## config.mk

```make
export PLATFORM = sky130hd
export DESIGN_NAME = harris_response_seq_flat
export DESIGN_NICKNAME = d
export VERILOG_FILES = /design/src/rtl/harris_response_seq_if.sv /design/src/rtl/harris_response_seq.sv /design/src/flat_wrapper.sv
export SDC_FILE = /design/constraint.sdc
export NUM_CORES = 1
export LEC_CHECK = 0
export CAP_MARGIN = 5
export CORE_ASPECT_RATIO = 1.4
export CORE_MARGIN = 5
export CORE_UTILIZATION = 50
export CTS_CLUSTER_SIZE = 16
export DETAILED_ROUTE_END_ITERATION = 16
export PLACE_DENSITY = 0.75
export SLEW_MARGIN = 20
export SYNTH_ARGS = -nofsm -noshare
export SYNTH_HDL_FRONTEND = slang
export SYNTH_SLANG_ARGS = --single-unit
```

## constraint.sdc

```tcl
create_clock -name clk -period 16 [get_ports clk]
set_clock_uncertainty 0.2 [all_clocks]
set_input_delay 3.2 -clock clk [delete_from_list [all_inputs] [get_ports clk]]
set_output_delay 3.2 -clock clk [all_outputs]
set_load 0.02 [all_outputs]
```

## src/rtl/harris_response_seq_if.sv

```systemverilog
// harris_response_seq_if: operand/result valid-ready bus for the Harris response stage
// HARRIS_THRESH_EN adds thresh/corner to the bus
interface harris_response_seq_if #(
  parameter int WIDTH = 16,
  parameter int OUT_W = 2*WIDTH+4
);
  logic in_valid, in_ready, out_valid, out_ready, busy;
  logic signed [WIDTH-1:0] sxx, syy, sxy;
  logic signed [OUT_W-1:0] r;
`ifdef HARRIS_THRESH_EN
  logic signed [OUT_W-1:0] thresh;
  logic corner;
`endif
  modport master (
    output in_valid, sxx, syy, sxy, out_ready,
`ifdef HARRIS_THRESH_EN
    output thresh, input corner,
`endif
    input in_ready, out_valid, r, busy
  );
  modport slave (
    input in_valid, sxx, syy, sxy, out_ready,
`ifdef HARRIS_THRESH_EN
    input thresh, output corner,
`endif
    output in_ready, out_valid, r, busy
  );
endinterface

```

## src/rtl/harris_response_seq.sv

```systemverilog
// harris_response_seq: R = (Sxx*Syy - Sxy^2) - k*(Sxx+Syy)^2 on one reused shift-add multiplier
// HARRIS_THRESH_EN adds a registered strict signed compare corner = (r > thresh)
module harris_response_seq #(
  parameter int WIDTH   = 16,
  parameter int K_W     = 8,
  parameter int K_NUM   = 5,
  parameter int K_SHIFT = 7,
  parameter int OUT_W   = 2*WIDTH+4
) (
  input logic clk,
  input logic resetn,
  harris_response_seq_if.slave bus
);
  localparam int AW = 2*WIDTH+2+K_W;
  localparam int MW = (WIDTH+1 > K_W) ? WIDTH+1 : K_W;
  localparam int CW = $clog2(MW+1);
  typedef enum logic [2:0] {IDLE, MDET1, MDET2, MTR, MK, FIN, DONE} state_t;
  state_t state;
  logic signed [WIDTH-1:0] a, b, c;
  logic sg, last;
  logic [AW-1:0] mcand, acc, acc_nx;
  logic [MW-1:0] mplier;
  logic [CW-1:0] cnt;
  logic signed [2*WIDTH:0] det, prod;
  logic [WIDTH:0] tr, tr_mag;
  logic [WIDTH-1:0] ma, mb, mc;
  logic signed [OUT_W-1:0] r_nx;
  always_comb begin
    acc_nx = acc + (mplier[0] ? mcand : '0);
    prod = $signed({1'b0, acc_nx[2*WIDTH-1:0]});
    ma = bus.sxx[WIDTH-1] ? -bus.sxx : bus.sxx;
    mb = bus.syy[WIDTH-1] ? -bus.syy : bus.syy;
    mc = c[WIDTH-1] ? -c : c;
    tr = {a[WIDTH-1], a} + {b[WIDTH-1], b};
    tr_mag = tr[WIDTH] ? -tr : tr;
    r_nx = OUT_W'(det) - OUT_W'(acc >> K_SHIFT);
    last = cnt == (state == MTR ? CW'(WIDTH) : state == MK ? CW'(K_W-1) : CW'(WIDTH-1));
  end
  always_ff @(posedge clk or negedge resetn) begin
    if (!resetn) begin
      state <= IDLE;
      bus.in_ready <= 1'b1;
      bus.out_valid <= 1'b0;
      bus.busy <= 1'b0;
      bus.r <= '0;
      a <= '0;
      b <= '0;
      c <= '0;
      sg <= 1'b0;
      mcand <= '0;
      acc <= '0;
      mplier <= '0;
      cnt <= '0;
      det <= '0;
    end else begin
      case (state)
        IDLE: if (bus.in_valid) begin
          a <= bus.sxx;
          b <= bus.syy;
          c <= bus.sxy;
          sg <= bus.sxx[WIDTH-1] ^ bus.syy[WIDTH-1];
          mcand <= AW'(ma);
          mplier <= MW'(mb);
          acc <= '0;
          cnt <= '0;
          bus.in_ready <= 1'b0;
          bus.busy <= 1'b1;
          state <= MDET1;
        end
        MDET1, MDET2, MTR, MK: begin
          acc <= acc_nx;
          mcand <= mcand << 1;
          mplier <= mplier >> 1;
          cnt <= cnt + CW'(1);
          if (last) begin
            acc <= '0;
            cnt <= '0;
            case (state)
              MDET1: begin
                det <= sg ? -prod : prod;
                mcand <= AW'(mc);
                mplier <= MW'(mc);
                state <= MDET2;
              end
              MDET2: begin
                det <= det - prod;
                mcand <= AW'(tr_mag);
                mplier <= MW'(tr_mag);
                state <= MTR;
              end
              MTR: begin
                mcand <= acc_nx;
                mplier <= MW'(K_NUM);
                state <= MK;
              end
              default: begin
                acc <= acc_nx;
                state <= FIN;
              end
            endcase
          end
        end
        FIN: begin
          bus.r <= r_nx;
          bus.out_valid <= 1'b1;
          state <= DONE;
        end
        DONE: if (bus.out_ready) begin
          bus.out_valid <= 1'b0;
          bus.in_ready <= 1'b1;
          bus.busy <= 1'b0;
          state <= IDLE;
        end
        default: state <= IDLE;
      endcase
    end
  end
`ifdef HARRIS_THRESH_EN
  logic signed [OUT_W-1:0] thr;
  always_ff @(posedge clk or negedge resetn) begin
    if (!resetn) begin
      thr <= '0;
      bus.corner <= 1'b0;
    end else begin
      if (state == IDLE && bus.in_valid) thr <= bus.thresh;
      if (state == FIN) bus.corner <= r_nx > thr;
    end
  end
`endif
endmodule
```

## src/flat_wrapper.sv

```systemverilog
// flat-port wrapper written by rule: the top's interface ports become plain ports
module harris_response_seq_flat 
#(
  parameter int WIDTH   = 16,
  parameter int K_W     = 8,
  parameter int K_NUM   = 5,
  parameter int K_SHIFT = 7,
  parameter int OUT_W   = 2*WIDTH+4
)
  (clk, resetn, bus_in_valid, bus_sxx, bus_syy, bus_sxy, bus_out_ready, bus_in_ready, bus_out_valid, bus_r, bus_busy);
  harris_response_seq_if #(.WIDTH(WIDTH), .OUT_W(OUT_W)) bus_i ();
  input logic clk;
  input logic resetn;
  input wire logic [$bits(bus_i.in_valid)-1:0] bus_in_valid;
  input wire logic [$bits(bus_i.sxx)-1:0] bus_sxx;
  input wire logic [$bits(bus_i.syy)-1:0] bus_syy;
  input wire logic [$bits(bus_i.sxy)-1:0] bus_sxy;
  input wire logic [$bits(bus_i.out_ready)-1:0] bus_out_ready;
  output wire logic [$bits(bus_i.in_ready)-1:0] bus_in_ready;
  output wire logic [$bits(bus_i.out_valid)-1:0] bus_out_valid;
  output wire logic [$bits(bus_i.r)-1:0] bus_r;
  output wire logic [$bits(bus_i.busy)-1:0] bus_busy;
  assign bus_i.in_valid = bus_in_valid;
  assign bus_i.sxx = bus_sxx;
  assign bus_i.syy = bus_syy;
  assign bus_i.sxy = bus_sxy;
  assign bus_i.out_ready = bus_out_ready;
  assign bus_in_ready = bus_i.in_ready;
  assign bus_out_valid = bus_i.out_valid;
  assign bus_r = bus_i.r;
  assign bus_busy = bus_i.busy;
  harris_response_seq #(.WIDTH(WIDTH), .K_W(K_W), .K_NUM(K_NUM), .K_SHIFT(K_SHIFT), .OUT_W(OUT_W)) u_core (.clk(clk), .resetn(resetn), .bus(bus_i));
endmodule
```

==> impl_results.md <==
* Worst-path clk slew at 60 ps
* Clock Tree Root: clkbuf_16
* H-tree Lvls at 1
* Die area at 0.0409 mm²
* Synth top area share at 0.310
* WHS Path Cells at 2
* Final min period at 7130 ps
* R2r startpoint: u_core.mplier[0]
* Antenna violations before repair at 0
* Post-synth EDFFs at 0
* Synthesized area at 0.0185 mm²
* RSZ-0062 raised after global routing: false
* Worst r2r path cells at 23
* Largest net degree at the start of global routing at 109
* Commonest non-fill, non-tap cell in the layout: nand2_1
* Fmax at 140 MHz
* Measured slew at the worst slew-check pin at 1120 ps
* Area grow syn2layout at 12.1%
* Antenna diode count at 0
* Distinct cells, synth at 92
* Worst slew margin at 0.233
* Antenna Nets Post-Route at 0
* Fraction of layout instances using a drive strength above 1 at 0.0533
* Final max-slew violation count at 0
* Hold buffer count at cts at 0
* Area leader, netlist: dfrtp_1
* Synth top area cells: dfrtp_1, ha_1, nand2_1, o21ai_0, a21oi_1
* Num rows at 83
* Total track usage at 0.278
* Worst setup path endpoint: u_core.det[27]
* Initial Util at 0.504
* Routed wire length at 57900 µm
* Port buffer count at 90
* WL per Instance at 20.5 µm
* Synth Instances at 2298
* Most frequent cells in the layout: nand2_1, dfrtp_1, o21ai_0, a21oi_1, nor2_1
* CTS tree: built
* Worst-path maximum fanout at 43
* Vias in the first global route at 17.4k
* Synth Area per Inst at 8.04 µm²
* Flops & latches, synth at 230
* Post-CTS Setup Bufs at 0
* Horiz. Die Dim at 172 µm
* Yosys Warn Count at 0
* Drt drc at 0
* Core area at 0.0367 mm²
* I/O pin count at 91
* Synth Net Count at 2475
* Clk Latency, worst-skew pair at 560 ps
* Status: finished, final reports clean
* Final TNS setup at 0 ps
* Vias per cell at 6.22
* Worst Path Arrival at 7350 ps
* Initial DRC count at 1244
* Maxcap violations at 0
* CTS sink cnt at 230
* Die Y at 237 µm
* Global-route wire length before repair at 92600 µm
* Primary FF master, synth: dfrtp_1
* CP Launch Type: flip-flop
* HPWL Detailed at 43700 µm
* Resized Gates After CTS at 0
* Final hold vios at 0
* Critical path data required time at 16210 ps
* Final setup fails at 0
* Critical path class: reg2reg
* Max clock buf depth at 3
* RR Endpoint: u_core.det[27]
* Tcrit/Tclk final at 0.446
* GRT overflow at 0
* Synth async-reset ratio at 1.00
* FILL cells at 3489
* Critical path launch point: u_core.mplier[0]
* DRT Pass-1 Iters at 6
* Vias at 17.6k
* R2R Setup Slk at 8870 ps
* Nets at 2519
* Seq/Total Area, Yosys at 0.312
* Inserted Clock Buffers at 26
* Final Wtd Congestion at 0.951
* Crit path capture type: flip-flop
* Worst min-delay path category: reg2reg
state kept, by name, indices dropped and copies added (netlist names):
signal                flops
u_core.cnt                5
u_core.bus.in_ready       1
u_core.bus.r             36
u_core.mcand             42
u_core.sg                 1
u_core.a                 16
u_core.mplier            17
u_core.c                 16
u_core.acc               42
u_core.bus.busy           1
u_core.bus.out_valid      1
u_core.b                 16
u_core.det               33
u_core.state              3
critical path: stages (launching register included):
cell and delay (ps):
dfrtp_2 780, and2_1 230, ha_1 210, inv_1 70, fa_1 400, nor2b_1 180
o31a_1 260, o211ai_1 200, and3_1 280, xnor2_1 290, inv_1 160, ha_1 400
a21oi_1 170, o21ai_0 140, a22o_1 280, o31a_1 300, o41ai_1 320, a21boi_0 150
o41ai_1 690, a221oi_1 280, a21oi_1 300, a21boi_0 400, o211a_1 190, o221ai_1 110
cells in the mapped netlist, types with 20 or more instances:
cell,n
a21oi_1,179
nand2b_1,20
a21o_1,54
xnor2_1,97
o21a_1,31
and2_1,50
nor2b_1,24
a211oi_1,22
clkbuf_1,90
nor2_1,128
and3_1,23
inv_1,113
o21ai_0,200
nand2_1,325
dfrtp_1,229
nor3_1,60
nand3_1,40
a22oi_1,22
ha_1,121
o31ai_1,37
xor2_1,59
o22ai_1,37
metrics by stage:
stage | util | cells | cell area, µm² | hold slack (ps) | setup slack (ps)
after global routing | 0.565 | 2829 | 20700 | 308 | 8450
after global placement | 0.541 | 2781 | 19800 | 258 | 8910
after CTS | 0.565 | 2829 | 20700 | 282 | 8600
after detailed placement | 0.541 | 2781 | 19800 | 268 | 8650
final | 0.565 | 2829 | 20700 | 275 | 8870
after floorplan | - | 2298 | 18500 | 239 | 10150
layer usage:
layer	GRT usage	up-vias	part of all wire
met5	0	-	0
met4	0.126	0	0.051
met3	0.0313	164	0.052
met2	0.486	565	0.50
met1	0.341	8427	0.40
li1	-	8430	-
logic make-up (layout without fill, tap and decap cells):
| kind of cell | Yosys count | after routing | synth area share |
|---|---|---|---|
| flops | 230 | 230 | 0.312 |
| fa+ha+maj | 126 | 126 | 0.0869 |
| xor+xnor | 156 | 156 | 0.0740 |
| compound gates | 784 | 784 | 0.278 |
| buf+inv | 215 | 279 | 0.0441 |
| simple gates | 778 | 778 | 0.200 |
| mux | 9 | 9 | 0.00488 |
final cells by class:
class,instances,area [µm²],share of cell area
repair buffers,118,1120,0.0539
clock inverters,16,196,0.00949
flip-flops and latches,230,5760,0.278
inverters,113,424,0.0205
clock buffers,32,694,0.0335
multi-input cells,1853,11900,0.576
well taps,467,584,0.0282
worst min path at each step:
| stage | start | to | slack [ps] |
|---|---|---|---|
| final | u_core.bus.r[22] | u_core.bus.r[22] | 280 |
| after global routing | u_core.bus.r[29] | u_core.bus.r[29] | 310 |
| after CTS | u_core.bus.r[22] | u_core.bus.r[22] | 280 |
| after detailed placement | u_core.a[3] | u_core.a[3] | 270 |
| after global placement | u_core.bus.r[22] | u_core.bus.r[22] | 260 |
| after floorplan | u_core.mplier[16] | u_core.mplier[16] | 240 |
Power is not shown: default switching activity piles up to over one toggle a cycle in this logic, so the estimate is an artifact.
